`src/rtl/mem_pkg.sv`:
```
// Shared types and encodings for the MIPS memory-access (MEM) stage.
package mem_pkg;

    typedef enum logic {IDLE, WAIT} state_t;

    // Bit positions inside m_MEM and wb_MEM
    localparam int M_BRANCH      = 2;
    localparam int M_READ        = 1;
    localparam int M_WRITE       = 0;
    localparam int WB_REG_WRITE  = 1;
    localparam int WB_MEM_TO_REG = 0;

    localparam logic [1:0] SIZE_BYTE = 2'd0;
    localparam logic [1:0] SIZE_HALF = 2'd1;
    localparam logic [1:0] SIZE_WORD = 2'd2;

    localparam int TIMEOUT_DEFAULT = 64;

endpackage

```
`src/rtl/mem_lane_align.sv`:
```
// Sub-word lane handling: byte enables, store replication, load extract/extend.
// Only compiled when MEM_BYTE_ACCESS_EN is defined.
`ifdef MEM_BYTE_ACCESS_EN
module mem_lane_align
    import mem_pkg::*;
(
    input  logic [1:0]  size,
    input  logic        is_unsigned,
    input  logic [1:0]  addr_lo,
    input  logic [31:0] store_data,
    input  logic [31:0] load_word,
    output logic [3:0]  be,
    output logic [31:0] store_lanes,
    output logic [31:0] load_data,
    output logic        misaligned
);

    logic [7:0]  b8;
    logic [15:0] h16;

    always_comb begin
        be          = 4'hF;
        store_lanes = store_data;
        load_data   = load_word;
        misaligned  = 1'b0;
        b8          = load_word[{addr_lo, 3'b000} +: 8];
        h16         = load_word[{addr_lo[1], 4'b0000} +: 16];
        case (size)
            SIZE_BYTE: begin
                be          = 4'b0001 << addr_lo;
                store_lanes = {4{store_data[7:0]}};
                load_data   = is_unsigned ? {24'h0, b8} : {{24{b8[7]}}, b8};
            end
            SIZE_HALF: begin
                misaligned  = addr_lo[0];
                be          = addr_lo[1] ? 4'b1100 : 4'b0011;
                store_lanes = {2{store_data[15:0]}};
                load_data   = is_unsigned ? {16'h0, h16} : {{16{h16[15]}}, h16};
            end
            default: misaligned = (addr_lo != 2'b00);
        endcase
    end

endmodule
`endif

```
`src/rtl/mem_stage.sv`:
```
// MEM stage: EX/MEM inputs -> req/ack data memory -> MEM/WB register, with stall and timeout.
// Define MEM_BYTE_ACCESS_EN for byte/halfword accesses (adds mem_size, mem_unsigned).
module mem_stage
    import mem_pkg::*;
#(
    parameter int TIMEOUT_CYCLES = TIMEOUT_DEFAULT,
    parameter int ADDR_W         = 32
) (
    input  logic              clk,
    input  logic              rst,
    input  logic [31:0]       res,
    input  logic [31:0]       write_data_ex,
    input  logic [4:0]        write_register_ex,
    input  logic              zero,
    input  logic [2:0]        m_MEM,
    input  logic [1:0]        wb_MEM,
    input  logic [31:0]       dmem_rdata,
    input  logic              dmem_ack,
`ifdef MEM_BYTE_ACCESS_EN
    input  logic [1:0]        mem_size,
    input  logic              mem_unsigned,
`endif
    output logic              dmem_req,
    output logic              dmem_we,
    output logic [ADDR_W-1:0] dmem_addr,
    output logic [31:0]       dmem_wdata,
    output logic [3:0]        dmem_be,
    output logic              stall_mem,
    output logic              pc_src,
    output logic [4:0]        rd_WB,
    output logic              wb_WB,
    output logic [31:0]       write_data_reg,
    output logic              addr_err,
    output logic              bus_err
);

    localparam logic [7:0] CNT_LAST = 8'(TIMEOUT_CYCLES - 1);

    state_t            state, state_nxt;
    logic [7:0]        cnt;
    logic              after_rst;
    logic [ADDR_W-1:0] addr_q;
    logic [31:0]       wdata_q, res_q;
    logic              we_q;
    logic [3:0]        be_q;
    logic [4:0]        rd_q;
    logic [1:0]        wb_q;
    logic [31:0]       read_data_wb, res_wb;
    logic              mem_to_reg_wb;

    logic              in_wait, mem_op, is_store, misaligned, start, done, timeout;
    logic [3:0]        be_cur;
    logic [31:0]       wdata_cur, load_val, fin_res;
    logic [ADDR_W-1:0] addr_cur;
    logic [4:0]        fin_rd;
    logic [1:0]        fin_wb;
    logic              fin_store;

    assign in_wait  = (state == WAIT);
    assign mem_op   = m_MEM[M_READ] | m_MEM[M_WRITE];
    assign is_store = m_MEM[M_WRITE];
    assign addr_cur = {res[ADDR_W-1:2], 2'b00};

`ifdef MEM_BYTE_ACCESS_EN
    logic [1:0] size_q, lo_q;
    logic       uns_q;

    // In WAIT the lane selectors come from the latched request, not the held inputs
    mem_lane_align u_lane (
        .size        (in_wait ? size_q : mem_size),
        .is_unsigned (in_wait ? uns_q  : mem_unsigned),
        .addr_lo     (in_wait ? lo_q   : res[1:0]),
        .store_data  (write_data_ex),
        .load_word   (dmem_rdata),
        .be          (be_cur),
        .store_lanes (wdata_cur),
        .load_data   (load_val),
        .misaligned  (misaligned)
    );

    always_ff @(posedge clk) begin
        if (rst) begin
            size_q <= SIZE_WORD;
            lo_q   <= 2'b00;
            uns_q  <= 1'b0;
        end else if (start) begin
            size_q <= mem_size;
            lo_q   <= res[1:0];
            uns_q  <= mem_unsigned;
        end
    end
`else
    assign misaligned = (res[1:0] != 2'b00);
    assign be_cur     = 4'hF;
    assign wdata_cur  = write_data_ex;
    assign load_val   = dmem_rdata;
`endif

    // The cycle right after reset never starts an access, so a stray ack is ignored
    assign start   = (state == IDLE) && !after_rst && mem_op && !misaligned;
    assign done    = (start || in_wait) && dmem_ack;
    assign timeout = in_wait && !dmem_ack && (cnt == CNT_LAST);

    assign dmem_req   = start || in_wait;
    assign dmem_we    = start ? is_store  : we_q;
    assign dmem_addr  = start ? addr_cur  : addr_q;
    assign dmem_wdata = start ? wdata_cur : wdata_q;
    assign dmem_be    = start ? be_cur : (in_wait ? be_q : 4'h0);

    assign stall_mem      = (dmem_req && !dmem_ack && !timeout) || (after_rst && mem_op);
    assign addr_err       = (state == IDLE) && !after_rst && mem_op && misaligned;
    assign bus_err        = timeout;
    assign pc_src         = m_MEM[M_BRANCH] & zero & ~stall_mem;
    assign write_data_reg = mem_to_reg_wb ? read_data_wb : res_wb;

    assign fin_rd    = in_wait ? rd_q  : write_register_ex;
    assign fin_wb    = in_wait ? wb_q  : wb_MEM;
    assign fin_res   = in_wait ? res_q : res;
    assign fin_store = in_wait ? we_q  : is_store;

    always_ff @(posedge clk) begin
        if (rst) state <= IDLE;
        else     state <= state_nxt;
        after_rst <= rst;
    end

    always_comb begin
        state_nxt = state;
        case (state)
            IDLE:    if (start && !dmem_ack) state_nxt = WAIT;
            WAIT:    if (dmem_ack || timeout) state_nxt = IDLE;
            default: state_nxt = IDLE;
        endcase
    end

    always_ff @(posedge clk) begin
        if (rst) begin
            cnt     <= 8'd0;
            addr_q  <= '0;
            wdata_q <= 32'h0;
            we_q    <= 1'b0;
            be_q    <= 4'h0;
            rd_q    <= 5'd0;
            wb_q    <= 2'b00;
            res_q   <= 32'h0;
        end else if (start) begin
            cnt     <= 8'd0;
            addr_q  <= addr_cur;
            wdata_q <= wdata_cur;
            we_q    <= is_store;
            be_q    <= be_cur;
            rd_q    <= write_register_ex;
            wb_q    <= wb_MEM;
            res_q   <= res;
        end else if (in_wait) begin
            cnt <= cnt + 8'd1;
        end
    end

    // MEM/WB register: pass-through, completed access, or bubble
    always_ff @(posedge clk) begin
        if (rst) begin
            rd_WB         <= 5'd0;
            wb_WB         <= 1'b0;
            mem_to_reg_wb <= 1'b0;
            res_wb        <= 32'h0;
            read_data_wb  <= 32'h0;
        end else if (state == IDLE && !mem_op) begin
            rd_WB         <= write_register_ex;
            wb_WB         <= wb_MEM[WB_REG_WRITE];
            mem_to_reg_wb <= wb_MEM[WB_MEM_TO_REG];
            res_wb        <= res;
        end else if (done) begin
            rd_WB         <= fin_rd;
            wb_WB         <= fin_wb[WB_REG_WRITE];
            mem_to_reg_wb <= fin_wb[WB_MEM_TO_REG];
            res_wb        <= fin_res;
            if (!fin_store) read_data_wb <= load_val;
        end else begin
            wb_WB <= 1'b0;
        end
    end

endmodule
```
`config.mk`:
```
export PLATFORM = sky130hd
export DESIGN_NAME = mem_stage
export DESIGN_NICKNAME = d
export VERILOG_FILES = /design/src/rtl/mem_pkg.sv /design/src/rtl/mem_lane_align.sv /design/src/rtl/mem_stage.sv
export SDC_FILE = /design/constraint.sdc
export NUM_CORES = 1
export LEC_CHECK = 0
export ABC_AREA = 1
export ABC_CLOCK_PERIOD_IN_PS = 2250
export CELL_PAD_IN_SITES_DETAIL_PLACEMENT = 1
export CELL_PAD_IN_SITES_GLOBAL_PLACEMENT = 2
export CORE_MARGIN = 2
export CORE_UTILIZATION = 27
export CTS_BUF_LIST = sky130_fd_sc_hd__clkbuf_2
export CTS_CLUSTER_DIAMETER = 150
export DETAILED_ROUTE_END_ITERATION = 12
export GPL_ROUTABILITY_DRIVEN = 0
export GPL_TIMING_DRIVEN = 1
export HOLD_SLACK_MARGIN = 0.02
export PLACE_DENSITY = 0.91
export SETUP_SLACK_MARGIN = 0.1
export SYNTH_ARGS = -nofsm -noshare
export SYNTH_HDL_FRONTEND = slang
export SYNTH_HIERARCHICAL = 1
export SYNTH_SLANG_ARGS = --single-unit
```
`constraint.sdc`:
```
create_clock -name clk -period 2.25 [get_ports clk]
set_clock_uncertainty 0.1 [all_clocks]
set_input_delay 0.5625 -clock clk [delete_from_list [all_inputs] [get_ports clk]]
set_output_delay 0.5625 -clock clk [all_outputs]
set_load 0.02 [all_outputs]
```
==> flow_summary_export.csv, run 1 <==
group,metric,value,unit
timing,post-route-min-period,2866,ps
synthesis,muxShareOfSynthArea,0,%
power_and_ir_drop,peakVddDrop,0.0003586,V
grt,grt_pass1_vias,8872,
job,maxCapViolations,0,
timing,fin_tns_setup,-43270,ps
grt,grt_antenna_before_repair,2,
synthesis,synth.top_cell.area_share,45.40,%
critical_path,cp_common_cell,"buf_12",
synthesis,async_flop_share,0,%
synthesis,yosysMostFrequentCell,"nand2_1",
worst_hold_path,hp-class,"primary input to flop",
route,num_vias,8681,
cts,cts_htree_levels,4,
synthesis,syn-cell-area,8202,um^2
synthesis,synth_warnings,6,
placement,place_inst,1858,
critical_path,worst-path-max-fanout,6,
synthesis,synth_nets,1321,
critical_path,cpPeakStageDelay,400,ps
critical_path,path_class,"flop to output pin",
timing,rsz0062_at_grt,"true",
grt,gr-usage-met1,22.91,%
timing,relSlewSlack,64.11,%
critical_path,crit_required,1590,ps
timing,fin_ws,-615.7,ps
timing,holdWs,234.5,ps
critical_path,worstPathArrival,2200,ps
grt,track_usage,18.55,%
synthesis,synth_ff_type,"dfxtp_1",
synthesis,synth.largest_area_cell,"dfxtp_1",
critical_path,path_delay_family,"buffers and inverters",
timing,hold_viol_final,0,
grt,use_met3,4.454,%
layout,area_growth,72.16,%
timing,finalSetupViolCount,106,
synthesis,synthTopCellsByArea,"dfxtp_1 (45%), nand2_1 (18%), nor2_1 (7.0%), a21oi_1 (5.6%), inv_1 (5.3%)",
floorplan,die_y,178.3,um
critical_path,cp_cell_sequence,"nor2_4, nand3_4, inv_8, buf_12, buf_12, buf_16, buf_12, nand2_4, nand2_4, buf_6",
cts,cts_tree,"done",
cts,cts_num_sinks,186,
floorplan,core_area,29800,um^2
floorplan,io_pins,222,
synthesis,yosysSeqAreaShare,45.40,%
power_and_ir_drop,swShare,33.44,%
route,detail-route-antenna-nets,0,
power_and_ir_drop,p_int,0.004711,W
status,violations,"setup timing",
grt,gr-max-usage-layer,"met2",
layout,drive_gt1_share,39.37,%
power_and_ir_drop,powerDensity,501.3,nW/um^2
synthesis,netlist_instances,1210,
power_and_ir_drop,power.switching,0.002367,W
placement,port_buffers,221,
layout,fin_area,14120,um^2
synthesis,synthAdderAreaFrac,0.1526,%
grt,grt-ovfl-total,0,
grt,grtUsageMet2,31.96,%
timing,period_share,127.4,%
route,wl_per_cell,16.30,um
placement,place_area,11600,um^2
timing,final_max_slew_viol_count,0,
cts,clk_pin_slew,320,ps
synthesis,yosys_register_bits,186,
placement,place_ws,-975.6,ps
floorplan,die-area,31790,um^2
synthesis,yosysUniqueCellTypes,28,
floorplan,rows,63,
cts,clockRootBuffer,"clkbuf_2",
power_and_ir_drop,leakagePower,6.836,nW
power_and_ir_drop,comb_power_share,27.0,%
placement,place_hpwl,19500,um
synthesis,synth_edf_count,0,
floorplan,initial_core_util,27.53,%
synthesis,avgSynthCellArea,6.778,um^2
synthesis,synth-simple-area-share,31.52,%
grt,grt_first_pass_wirelength,46330,um
status,outcome,"finished, violations left",
route,drt_iter0_drc,225,
grt,grt_max_degree,107,
synthesis,synth_top_family_by_area,"simple AND/OR/NAND/NOR gates",
synthesis,synth_compound_area_share,12.13,%
route,drc,0,
synthesis,ys_top_cells_by_count,"nand2_1 (400), dfxtp_1 (186), nor2_1 (154)",
floorplan,die_w,178.3,um
cts,clk_latency,760,ps
cts,cts_buffer_depth,2,
critical_path,end_kind,"output pin",
power_and_ir_drop,seq_power_share,49.3,%
critical_path,worstSetupStartpointType,"flop",
layout,nets,1665,
route,vias_per_cell,4.431,
critical_path,crit_slowest_cell,"dfxtp_2",
cts,cts_buffers,17,
route,drtPass1Iterations,4,
layout,stdcell_count,1959,
timing,worst_slew_pin_slew,538.3,ps
critical_path,path_buf_inv,6,
timing,clock.fmax,349.0,MHz
power_and_ir_drop,power_frac_clock,23.7,%
synthesis,synth_xor_area_share,0.3204,%
route,wirelength,31930,um
## final timing paths
check	start	end	slack (ps)	cells past startpoint
max reg2reg	after_rst$_DFF_P_	read_data_wb[5]$_SDFFE_PP0P_	100	13
min	dmem_rdata[29]	read_data_wb[29]$_SDFFE_PP0P_	230	3
min reg2reg	res_q[0]$_SDFFE_PP0P_	res_q[0]$_SDFFE_PP0P_	360	2
max	after_rst$_DFF_P_	dmem_addr[31]	-620	10
## power by group through the flow
stage / clock [W] / sequential (W) / combinational, W
final: 0.00167 / 0.00349 / 0.00191
after global routing: 0.00190 / 0.00351 / 0.00206
after CTS: 0.00176 / 0.00349 / 0.00163
after detailed placement: 0 / 0.00354 / 0.00145
after global placement: 0 / 0.00354 / 0.00143
after floorplan: 0 / 0.00354 / 0.000706
## final cells by class
class,instances,area (um^2)
Clock buffer,17,85.08
Timing Repair Buffer,404,4268
Multi-Input combinational cell,825,4936
Sequential cell,186,3742
Clock inverter,15,137.6
Fill cell,3608,15680
Antenna cell,2,5.005
Tap cell,390,488.0
Inverter,120,457.9
## worst register-to-register path, stage by stage, from the launching register on
cell and delay [ps]:
dfxtp_2 400, nor2_4 130, nand3_4 140, buf_6 170, buf_6 120, clkbuf_16 150, nand2_4 70, buf_4 110
buf_6 120, nand3_4 160, buf_12 230, nand2_2 80, nand2_1 40, nor2_1 90
## stage by stage
stage | util, % | total power (W)
after floorplan | - | 0.004244
after global placement | 38.92 | 0.004964
after detailed placement | 38.92 | 0.004989
after CTS | 43.04 | 0.006879
after global routing | 47.39 | 0.007469
final | 47.39 | 0.007078
## layout by cell type (no fill, tap or decap), types with 2 or more instances in the layout
cell             count
buf_4              129
inv_8                3
dfxtp_2              9
buf_6               99
a21oi_1             90
a21oi_2             22
buf_16               7
clkdlybuf4s50_1    108
inv_2               35
buf_2               21
nand2_1            285
buf_12              22
or2_4               12
nor3_1               2
o21ai_1              2
o21ai_4             55
dfxtp_1            175
nor2_4               3
nand2_4             56
nand2_2             60
buf_8                7
or2_2               20
clkinv_1             2
nand3_4              4
nand3_1             42
clkinv_4             4
clkbuf_2            17
inv_1               84
diode_2              2
dfxtp_4              2
xnor2_1              2
clkbuf_16           10
o21ai_2             10
o21ai_0              4
inv_6                4
clkinv_8             2
nor2_1             151
## registers in the layout, summed over array words and instances, names as in the netlist
| name | flops |
|---|---|
| rd_WB | 5 |
| after_rst | 1 |
| res_wb | 32 |
| wb_q | 2 |
| we_q | 1 |
| in_wait | 1 |
| read_data_wb | 32 |
| rd_q | 5 |
| res_q | 32 |
| wb_WB | 1 |
| addr_q | 32 |
| cnt | 8 |
| wdata_q | 32 |
| be_q | 1 |
| mem_to_reg_wb | 1 |
## per-layer routing
layer,part of all wire (%),wire length [um],vias to the layer above
met5,0,0,-
met3,5.1,1625,22
li1,-,-,4389
met1,42,13330,4100
met4,1.5,493,0
met2,52,16490,170
## kinds of logic (layout without fill, tap and decap cells)
kind of cell,count (synthesis),in the layout
and+or+nand+nor,638,638
adders and majority gates,1,1
AOI/OAI and AO/OA,183,183
buffers and inverters,199,556
other,0,2
DFF,186,186
xor gates and xnor gates,3,3
## timing repair
action / CTS / global route
setup buffers: 31 / 27
pin swaps: 11 / 59
hold buffers: 1 / 0
cloned: 6 / 11
endpoints found under the setup margin: 112 / 110
hold endpoints to repair: 11 / 0
resized for setup: 750 / 297
No activity file was read; power rests on OpenSTA's default activity.
==> run 2, diff against run 1 <==
- CORE_MARGIN: 2 -> unset
==> flow_summary_export.csv, run 2 (synthesis gave the netlist of run 1 again) <==
group,metric,value,unit
placement,place_ws,-939.5,ps
power_and_ir_drop,leakagePower,6.177,nW
timing,rsz0062_at_grt,"true",
layout,drive_gt1_share,32.18,%
cts,clk_latency,760,ps
grt,grt_first_pass_wirelength,42840,um
floorplan,io_pins,222,
critical_path,worstSetupStartpointType,"flop",
power_and_ir_drop,power,0.006843,W
power_and_ir_drop,powerDensity,549.9,nW/um^2
worst_hold_path,hp-class,"primary input to flop",
route,wl_per_cell,14.83,um
status,outcome,"finished, violations left",
grt,grt-ovfl-total,0,
floorplan,die_w,176.3,um
route,num_vias,8491,
route,drt_iter0_drc,343,
critical_path,worst-path-max-fanout,12,
grt,gr-max-usage-layer,"met2",
status,violations,"setup timing",
layout,final_cell_mix,"nand2_1 (364), dfxtp_1 (177), buf_4 (156)",
route,detail-route-antenna-nets,0,
timing,post-route-min-period,2816,ps
route,drc,0,
cts,cts_htree_levels,4,
timing,clock.fmax,355.1,MHz
critical_path,worstPathArrival,2150,ps
critical_path,path_class,"flop to output pin",
timing,fin_ws,-566.1,ps
cts,clockRootBuffer,"clkbuf_2",
timing,period_share,125.2,%
grt,grt_pass1_vias,8330,
critical_path,r2r_setup_slack,250,ps
layout,nets,1636,
cts,cts_num_sinks,186,
critical_path,crit_required,1590,ps
placement,place_hpwl,19370,um
timing,worst_slew_pin_slew,581.1,ps
cts,clk_pin_slew,350,ps
placement,place_area,11650,um^2
cts,cts_buffer_depth,2,
placement,port_buffers,221,
timing,final_max_slew_viol_count,0,
cts,cts_tree,"done",
cts,cts_buffers,17,
route,drtPass1Iterations,4,
power_and_ir_drop,peakVddDrop,0.0002786,V
floorplan,rows,63,
grt,grt_max_degree,107,
job,maxCapViolations,0,
route,vias_per_cell,4.402,
timing,relSlewSlack,61.26,%
grt,gr-usage-met1,22.85,%
floorplan,core_area,29800,um^2
floorplan,die-area,31080,um^2
layout,fin_area,12440,um^2
layout,area_growth,51.72,%
floorplan,initial_core_util,27.53,%
floorplan,die_y,176.3,um
grt,grtUsageMet2,28.35,%
timing,finalSetupViolCount,106,
timing,hold_viol_final,0,
layout,fillers,3759,
grt,grt_antenna_before_repair,1,
timing,fin_tns_setup,-44010,ps
grt,track_usage,17.39,%
critical_path,end_kind,"output pin",
grt,use_met3,4.630,%
route,wirelength,28600,um
layout,final_common_cell,"nand2_1",
-- run 2: metal layers --
| layer | share of wire (%) | vias to the layer above |
|---|---|---|
| met5 | 0 | - |
| met4 | 1.1 | 0 |
| met3 | 5.6 | 19 |
| met2 | 47 | 174 |
| met1 | 46 | 3955 |
| li1 | - | 4343 |
-- run 2: what timing repair did --
action | in CTS | in global routing
pin swaps | 2 | 4
buffers inserted | 0 | 31
endpoints found under the hold margin | 14 | 0
gates cloned | 0 | 7
setup endpoints to repair | 112 | 112
hold buffers | 1 | 0
gates resized for setup | 363 | 333
-- run 2: critical path, cell delays in order, from the launching register on --
cell,delay (ps)
dfxtp_2,410
nor2_4,130
nand3_4,100
inv_4,140
buf_6,170
nand2_2,90
nand3_4,100
clkdlybuf4s15_2,260
-- run 2: final timing paths --
kind                         startpoint                       endpoint  cells past startpoint
setup / recovery     in_wait$_SDFF_PP0_                      stall_mem                      7
hold / removal           dmem_rdata[14]  read_data_wb[14]$_SDFFE_PP0P_                      3
setup reg to reg     in_wait$_SDFF_PP0_   read_data_wb[5]$_SDFFE_PP0P_                     10
hold reg to reg   res_q[1]$_SDFFE_PP0P_          res_q[1]$_SDFFE_PP0P_                      2
-- run 2: layout make-up --
cell class	count	area, um^2	share of cell area (%)
tap	390	488.0	3.922
inverter	120	455.4	3.660
timing repair buffer	375	3457	27.78
multi-input combinational	825	4083	32.81
clock inverter	13	125.1	1.006
antenna	1	2.502	0.02011
clock buffer	19	95.09	0.7642
sequential	186	3737	30.04
-- run 2: stage by stage --
stage | instances | hold WS (ps) | utilization (%)
2_1_floorplan | 1210 | 310.3 | -
3_3_place_gp | 1857 | 316.6 | 39.10
3_5_place_dp | 1857 | 327.8 | 39.10
4_1_cts | 1890 | 90.00 | 39.42
5_1_grt | 1929 | 104.1 | 41.76
6_report | 1929 | 197.7 | 41.76
-- run 2: power breakdown --
group          total, W  internal, W  switching (W)
Clock           0.00175     0.000360        0.00139
Sequential      0.00350      0.00344      0.0000546
Combinational   0.00159     0.000760       0.000833
==> patch (settings of run 1) <==
`ADDR_W`: 32 -> 28.
--- a/src/rtl/mem_stage.sv
+++ b/src/rtl/mem_stage.sv
@@ -4,7 +4,7 @@
     import mem_pkg::*;
 #(
     parameter int TIMEOUT_CYCLES = TIMEOUT_DEFAULT,
-    parameter int ADDR_W         = 32
+    parameter int ADDR_W         = 28
 ) (
     input  logic              clk,
     input  logic              rst,
Ports: changed (resized dmem_addr); port bits go from 222 to 218. The function was not compared with the original's and may differ.
==> patch against run 1 <==
The flow still finishes with violations (setup timing); wire length decreased by 6.9%; first-iteration DRC count is 30% higher; critical path type unchanged; sequential power is 2% lower; sequential cell count shrank 4; highest routed layer unchanged; critical endpoint is now dmem_wdata[17]; final area is 8.4% lower; via count down 2.6%; combinational power down 9%; core utilization decreased by 2.6 points; die area fell by 2.7%; power fell by 3.2%; area after synthesis decreased by 2.8%; worst setup slack improved by 0.056 ns.
==> patch: results (changes against run 1) <==
Setup ws final: -0.560 ns (was -0.616 ns)
Synth cell types: 25 (was 28)
Sw Pwr: 2280 uW (was 2370 uW)
Comb power frac: 25.4% (was 27.0%)
Clock-pin slew on the worst setup and hold paths: 0.30 ns (was 0.32 ns)
Max FO, Critical Path: 12 (was 6)
Post-detail-place hpwl: 19.6 mm (was 19.5 mm)
Register area: 3660 um2 (was 3740 um2)
Total Wirelength: 29.7 mm (was 31.9 mm)
Status: finished with violations (unchanged)
Tot GR Track Use: 18.7% (was 18.5%)
Post-route insts no fill: 1919 (was 1959)
Final #Nets: 1632 (was 1665)
Failing checks: setup timing (unchanged)
Worst Max-Slew Pin Slew: 0.503 ns (was 0.538 ns)
DR vias: 8459 (was 8681)
Hold path startpoint: rst (was dmem_rdata[29])
Leak: 0.00641 uW (was 0.00684 uW)
Clock share of power: 24.6% (was 23.7%)
Synthesized Nets: 1304 (was 1321)
Fraction of layout cells with a size suffix above 1: 32.8% (was 39.4%)
Syn Area/Cell: 6.68 um2 (was 6.78 um2)
Pre-CTS setup slack: -0.980 ns (was -0.976 ns)
FF-to-FF End: res_wb[17] (was read_data_wb[5])
Vias in the first global route: 8856 (was 8872)
Worst vdd ir: 0.232 mV (was 0.359 mV)
R2r setup slk: 0.18 ns (was 0.10 ns)
Commonest cells in the netlist: nand2_1 (392), dfxtp_1 (182), nor2_1 (154) (was nand2_1 (400), dfxtp_1 (186), nor2_1 (154))
Setup violations, final: 102 (was 106)
Main area contributors after synthesis: dfxtp_1 (46%), nand2_1 (18%), nor2_1 (7.2%) (was dfxtp_1 (45%), nand2_1 (18%), nor2_1 (7.0%))
-- patch: cell types whose count changed after synthesis, sizes merged --
cell           run 1  this run
buf               34        35
a21oi            112       108
nand2            402       394
clkbuf            45        43
dfxtp            186       182
-- patch: worst min-delay path by stage --
stage                      to  slack (ns)  cells after the start
detailed placement   res_q[1]        0.33                      2
global route        after_rst        0.03                      2
finish              after_rst        0.12                      2
global placement     res_q[0]        0.32                      2
CTS                  rd_WB[1]        0.07                      4
floorplan            res_q[0]        0.31                      2
-- patch: layer usage --
metal  vias up  GRT usage [%]  wire length [um]
li1       4310              -                 -
met1      3966           24.0             13800
met2       159           31.4             14200
met3        24           4.46              1350
met4         0           4.51               359
met5         -              0                 0
-- patch: timing repair --
| action | 4_1_cts | 5_1_grt |
|---|---|---|
| setup buffers | 30 | 13 |
| endpoints found under the setup margin | 141 | 120 |
| hold buffers | 0 | 0 |
| gates cloned | 4 | 6 |
| pin swaps | 17 | 22 |
| endpoints found under the hold margin | 0 | 0 |
| resized for setup | 716 | 186 |
-- patch: critical path, delay by kind of cell (launching register included) --
family / cells / cell delay (ns)
compound gates: 1 / 0.13
buf+inv: 4 / 0.57
flops: 1 / 0.41
simple gates: 2 / 0.28
-- patch: cells by family (layout without fill, tap and decap cells) --
kind of cell	Yosys count	in the layout	synth area share, %
simple gates	630	630	32.0
buf+inv	198	539	10.6
flops	182	182	45.7
compound gates	179	179	11.3
xor+xnor	3	3	0.330
fa+ha+maj	1	1	0.157
other cells	0	1	0
-- patch: cell type report --
cell class,count,share of cell area [%]
antenna,1,0.0194
clock buffer,17,0.658
clock inverter,15,1.04
inverter,120,3.52
multi-input combinational,813,33.4
sequential,182,28.3
tap,384,3.72
timing repair buffer,387,29.4
